==> src/rtl/controladora_multizona.sv <==
// Multi-zone lamp controller: per-zone synchroniser, debouncer, short/long press classifier,
// AUTO/MANUAL mode FSM and presence-driven auto shutdown. Macro GLOBAL_OFF_EN adds the all_off input.
module controladora_multizona #(
  parameter int NUM_ZONES         = 4,
  parameter int DEBOUNCE_P        = 300,
  parameter int SWITCH_MODE_MIN_T = 5000,
  parameter int AUTO_SHUTDOWN_T   = 30000
) (
  input  logic                 clk,
  input  logic                 rst,
`ifdef GLOBAL_OFF_EN
  input  logic                 all_off,
`endif
  input  logic [NUM_ZONES-1:0] infravermelho,
  input  logic [NUM_ZONES-1:0] push_button,
  output logic [NUM_ZONES-1:0] led,
  output logic [NUM_ZONES-1:0] saida
);

  localparam int DW = $clog2(DEBOUNCE_P + 1);
  localparam int PW = $clog2(SWITCH_MODE_MIN_T + 1);
  localparam int TW = $clog2(AUTO_SHUTDOWN_T + 1);

  localparam logic [DW-1:0] DB_LAST   = DW'(DEBOUNCE_P - 1);
  localparam logic [DW-1:0] DB_ONE    = DW'(1);
  localparam logic [PW-1:0] PRESS_MAX = PW'(SWITCH_MODE_MIN_T);
  localparam logic [PW-1:0] PRESS_ONE = PW'(1);
  localparam logic [TW-1:0] TMR_MAX   = TW'(AUTO_SHUTDOWN_T);
  localparam logic [TW-1:0] TMR_LAST  = TW'(AUTO_SHUTDOWN_T - 1);
  localparam logic [TW-1:0] TMR_ONE   = TW'(1);

  typedef enum logic {MODE_AUTO = 1'b0, MODE_MANUAL = 1'b1} mode_e;

  logic off_s;

`ifdef GLOBAL_OFF_EN
  logic off_s1_q;
  logic off_s2_q;

  // two-flop synchroniser for the global off request
  always_ff @(posedge clk) begin
    if (rst) begin
      off_s1_q <= 1'b0;
      off_s2_q <= 1'b0;
    end else begin
      off_s1_q <= all_off;
      off_s2_q <= off_s1_q;
    end
  end

  assign off_s = off_s2_q;
`else
  assign off_s = 1'b0;
`endif

  for (genvar z = 0; z < NUM_ZONES; z++) begin : g_zone
    logic          btn_s1_q, btn_s2_q;
    logic          ir_s1_q, ir_s2_q;
    logic          db_q, db_d, db_prev_q;
    logic [DW-1:0] db_cnt_q, db_cnt_d;
    logic [PW-1:0] press_cnt_q, press_cnt_d;
    logic [TW-1:0] tmr_q;
    mode_e         mode_q;
    logic          saida_q;
    logic          release_s;
    logic          long_s;

    // debouncer and saturating press-length counter next state
    always_comb begin
      db_d        = db_q;
      db_cnt_d    = '0;
      press_cnt_d = '0;
      if (btn_s2_q != db_q) begin
        if (db_cnt_q == DB_LAST) begin
          db_d     = btn_s2_q;
          db_cnt_d = '0;
        end else begin
          db_cnt_d = db_cnt_q + DB_ONE;
        end
      end else begin
        db_cnt_d = '0;
      end
      if (off_s) begin
        press_cnt_d = '0;
      end else if (db_q) begin
        if (press_cnt_q == PRESS_MAX) begin
          press_cnt_d = press_cnt_q;
        end else begin
          press_cnt_d = press_cnt_q + PRESS_ONE;
        end
      end else begin
        press_cnt_d = '0;
      end
    end

    // press_cnt_q still holds the full press length during the release cycle
    assign release_s = db_prev_q & ~db_q & ~off_s;
    assign long_s    = (press_cnt_q >= PRESS_MAX);

    // synchronisers, debounce state, mode FSM and lamp/timer registers
    always_ff @(posedge clk) begin
      if (rst) begin
        btn_s1_q    <= 1'b0;
        btn_s2_q    <= 1'b0;
        ir_s1_q     <= 1'b0;
        ir_s2_q     <= 1'b0;
        db_q        <= 1'b0;
        db_prev_q   <= 1'b0;
        db_cnt_q    <= '0;
        press_cnt_q <= '0;
        tmr_q       <= '0;
        mode_q      <= MODE_AUTO;
        saida_q     <= 1'b0;
      end else begin
        btn_s1_q    <= push_button[z];
        btn_s2_q    <= btn_s1_q;
        ir_s1_q     <= infravermelho[z];
        ir_s2_q     <= ir_s1_q;
        db_q        <= db_d;
        db_prev_q   <= db_q;
        db_cnt_q    <= db_cnt_d;
        press_cnt_q <= press_cnt_d;
        if (off_s) begin
          mode_q  <= MODE_MANUAL;
          saida_q <= 1'b0;
          tmr_q   <= '0;
        end else if (release_s) begin
          if (long_s) begin
            case (mode_q)
              MODE_AUTO:   mode_q <= MODE_MANUAL;
              MODE_MANUAL: begin
                mode_q <= MODE_AUTO;
                tmr_q  <= '0;
              end
              default:     mode_q <= MODE_AUTO;
            endcase
          end else if (mode_q == MODE_MANUAL) begin
            saida_q <= ~saida_q;
          end
        end else if (mode_q == MODE_AUTO) begin
          if (ir_s2_q) begin
            saida_q <= 1'b1;
            tmr_q   <= '0;
          end else begin
            if (tmr_q != TMR_MAX) begin
              tmr_q <= tmr_q + TMR_ONE;
            end
            // lamp drops on the same edge the timer reaches its limit
            if (tmr_q >= TMR_LAST) begin
              saida_q <= 1'b0;
            end
          end
        end
      end
    end

    assign led[z]   = (mode_q == MODE_MANUAL);
    assign saida[z] = saida_q;
  end

endmodule
==> config.mk <==
export PLATFORM = sky130hd
export DESIGN_NAME = controladora_multizona
export DESIGN_NICKNAME = d
export VERILOG_FILES = /design/src/rtl/controladora_multizona.sv
export SDC_FILE = /design/constraint.sdc
export NUM_CORES = 1
export LEC_CHECK = 0
export ABC_AREA = 0
export CELL_PAD_IN_SITES_DETAIL_PLACEMENT = 1
export CELL_PAD_IN_SITES_GLOBAL_PLACEMENT = 1
export CORE_ASPECT_RATIO = 0.75
export CORE_UTILIZATION = 45
export CTS_CLUSTER_SIZE = 24
export DETAILED_ROUTE_END_ITERATION = 7
export GPL_TIMING_DRIVEN = 0
export PLACE_DENSITY = 0.76
export SETUP_SLACK_MARGIN = 0.2
export SLEW_MARGIN = 0
export SYNTH_ARGS = -nofsm -noshare
export SYNTH_HDL_FRONTEND = slang
export SYNTH_SLANG_ARGS = --single-unit
==> constraint.sdc <==
create_clock -name clk -period 4.7 [get_ports clk]
set_input_delay 1.175 -clock clk [delete_from_list [all_inputs] [get_ports clk]]
set_output_delay 1.175 -clock clk [all_outputs]
set_load 0.03 [all_outputs]
==> results.sh <==
export IMPL_grt_start_max_net_pins=17
export IMPL_chipWidth_um=164
export IMPL_area_growth_syn_to_layout_pct=12.0
export IMPL_finalSetupViolations=0
export IMPL_hold_path_depth=1
export IMPL_synth_top_cell_by_area="dfxtp_1"
export IMPL_post_drt_wl_per_cell_um=16.4
export IMPL_rsz0062_at_grt="false"
export IMPL_ys_flop_type="dfxtp_1"
export IMPL_io_pin_count=18
export IMPL_pwr_share_comb=0.052
export IMPL_reg_top3="g_zone.tmr_q x60, g_zone.press_cnt_q x52, g_zone.db_cnt_q x36"
export IMPL_clk_path_buf_depth=2
export IMPL_track_usage=0.229
export IMPL_violations="DRC"
export IMPL_worstMarginPinSlew_ps=1270
export IMPL_tritoncts="yes"
export IMPL_initial_core_util=0.458
export IMPL_placed_cell_area_um2=9340
export IMPL_fillCellCount=2328
export IMPL_critPathKind="in2reg"
export IMPL_netlist_top_cells_count="dfxtp_1, nor2_1, nand2_1, nand3_1, a21oi_1"
export IMPL_cts_sinks=180
export IMPL_dieArea_um2=20200
export IMPL_p_int_mw=2.42
export IMPL_power_frac_seq=0.499
export IMPL_avgViaCountPerCell=5.69
export IMPL_fmax_ghz=0.304
export IMPL_synth_area_um2=8850
export IMPL_synth_seq_cells=180
export IMPL_stdcell_area_um2=9910
export IMPL_min_path_type="reg2reg"
export IMPL_syn_inst=1045
export IMPL_p_sw_uw=752
export IMPL_ys_seq_area_frac=0.407
export IMPL_clkTransAtPathRegs_ps=70
export IMPL_crit_fanout=10
export IMPL_cts_made_buffers=17
export IMPL_cellPowerDensity_nw_per_um2=320
export IMPL_coreArea_um2=19300
export IMPL_num_rows=44
export IMPL_slew_headroom=0.147
export IMPL_synth_area_leaders="dfxtp_1, nor2_1, nand3_1"
export IMPL_antenna_cells=0
export IMPL_largest_register="g_zone.tmr_q"
export IMPL_start_kind="input port"
export IMPL_arrival_ps=3650
export IMPL_synth_edf_count=0
export IMPL_synth_warnings=0
export IMPL_syn_num_nets=1079
export IMPL_ys_types=82
export IMPL_gr_total_overflow=0
export IMPL_postSynthAreaPerCell_um2=8.47
export IMPL_post_route_period_util=0.700
export IMPL_max_cap_viol_count=0
export IMPL_finalSetupTns_ps=0
export IMPL_cts_setup_buffers=0
export IMPL_clk_insertion_delay_late_ps=440
export IMPL_ir_worst_vdd_v=0.000187
export IMPL_port_buffers=17
export IMPL_dr_pass1_iters=7
export IMPL_dp_hpwl_um=15500
export IMPL_yosysMostFrequentCell="dfxtp_1"
export IMPL_largest_reg_flops=60
export IMPL_wirelength_um=22000
export IMPL_drc_errors=1
export IMPL_min_period_ps=3290
export IMPL_required_ps=5060
export IMPL_r2r_worst_path_cells=9
export IMPL_worstSetupEndpointType="flop"
export IMPL_cts_root_buf="clkbuf_16"
export IMPL_first_global_vias=7412
export IMPL_grt_pass1_wl_um=36700
export IMPL_drt_iter0_markers=398
export IMPL_antenna_left=0
export IMPL_outcome="finished with violations"
export IMPL_vias=7656
export IMPL_drv_slew=0
export IMPL_antenna_found_initial=0
export IMPL_h_tree_depth=4
export IMPL_cts_resized_gates=0
export IMPL_hold_viol_final=0
export IMPL_gp_congestion=0.827
export IMPL_leakage_nw=3.41
export IMPL_skew_ps=11.7
export IMPL_die_h_um=123
export IMPL_nNetsFinal=1115
export IMPL_synth_async_sr_flop_share=0
export IMPL_swShare=0.237
export IMPL_drive_above_1_share=0.0705
export IMPL_cts_hold_buf=0
export IMPL_p_clk_frac=0.448
export IMPL_synth_top_cell_area_share=0.407
-- worst max-delay path, stage by stage --
cell	delay, ps
clkdlybuf4s50_1	550
buf_1	390
nor3_1	1110
o21ai_0	220
a31oi_1	210
-- logic make-up after synthesis --
family,Yosys count,synth area share
and+or+nand+nor,472,0.279
muxes,10,0.0113
adders and majority gates,24,0.0339
xor gates and xnor gates,78,0.0772
buffers and inverters,92,0.0472
AOI/OAI and AO/OA,189,0.144
DFF,180,0.407
-- path summary, 6_finish.rpt --
check	from	to	slack [ps]
max reg2reg	g_zone[2].db_q	g_zone[2].tmr_q[12]	1790
min	g_zone[1].ir_s1_q	g_zone[1].ir_s2_q	450
min reg2reg	g_zone[1].ir_s1_q	g_zone[1].ir_s2_q	450
max	rst	g_zone[2].tmr_q[9]	1410
-- power by group through the flow --
stage / clock, mW / combinational [mW] / sequential [mW]
after floorplan: 0 / 0.116 / 1.61
after global placement: 0 / 0.162 / 1.62
after detailed placement: 0 / 0.165 / 1.62
after CTS: 1.46 / 0.167 / 1.58
after global routing: 1.51 / 0.183 / 1.59
final: 1.42 / 0.166 / 1.58
-- layout by cell type, fill, tap and decap left out, types with 4 or more instances in the layout --
cell type	instances
dfxtp_1	180
nor2_1	133
nand2_1	74
nand3_1	72
a21oi_1	51
inv_1	48
xor2_1	41
xnor2_1	37
nor3_1	31
o21ai_0	30
clkbuf_1	25
ha_1	24
nand4_1	23
nor2b_1	22
a31oi_1	20
clkbuf_16	17
clkdlybuf4s50_1	17
and3_1	15
nor4_1	14
or3_1	13
o311ai_0	12
nand2b_1	11
o31ai_1	11
mux2i_1	10
buf_4	10
o41ai_1	10
nand4b_1	9
and4_1	8
a311oi_1	7
or2_2	7
and2_1	6
or4_1	5
a41oi_1	5
a21o_1	5
or4b_2	4
buf_2	4
o211ai_1	4
clkinvlp_4	4
-- stage by stage --
stage	cells	hold slack (ps)	power, mW	utilization	setup WS (ps)
after floorplan	1045	414	1.73	-	2270
after global placement	1315	416	1.78	0.483	932
after detailed placement	1315	435	1.78	0.483	923
after CTS	1345	450	3.21	0.513	1400
after global routing	1345	470	3.28	0.513	1290
final	1345	446	3.17	0.513	1410
-- routing by layer --
layer / global-route usage / up-vias / part of all wire
li1: - / 3807 / -
met1: 0.323 / 3719 / 0.51
met2: 0.357 / 106 / 0.44
met3: 0.0325 / 24 / 0.031
met4: 0.0770 / 0 / 0.014
met5: 0 / - / 0
-- final cells by class --
class / instances / area [um^2] / area share
Multi-Input combinational cell: 773 / 4830 / 0.487
Sequential cell: 180 / 3600 / 0.364
Clock buffer: 19 / 443 / 0.0447
Tap cell: 253 / 317 / 0.0319
Buffer: 44 / 238 / 0.0240
Inverter: 48 / 180 / 0.0182
Timing Repair Buffer: 17 / 170 / 0.0172
Clock inverter: 11 / 130 / 0.0131
Power figures use the tool's default switching activity.
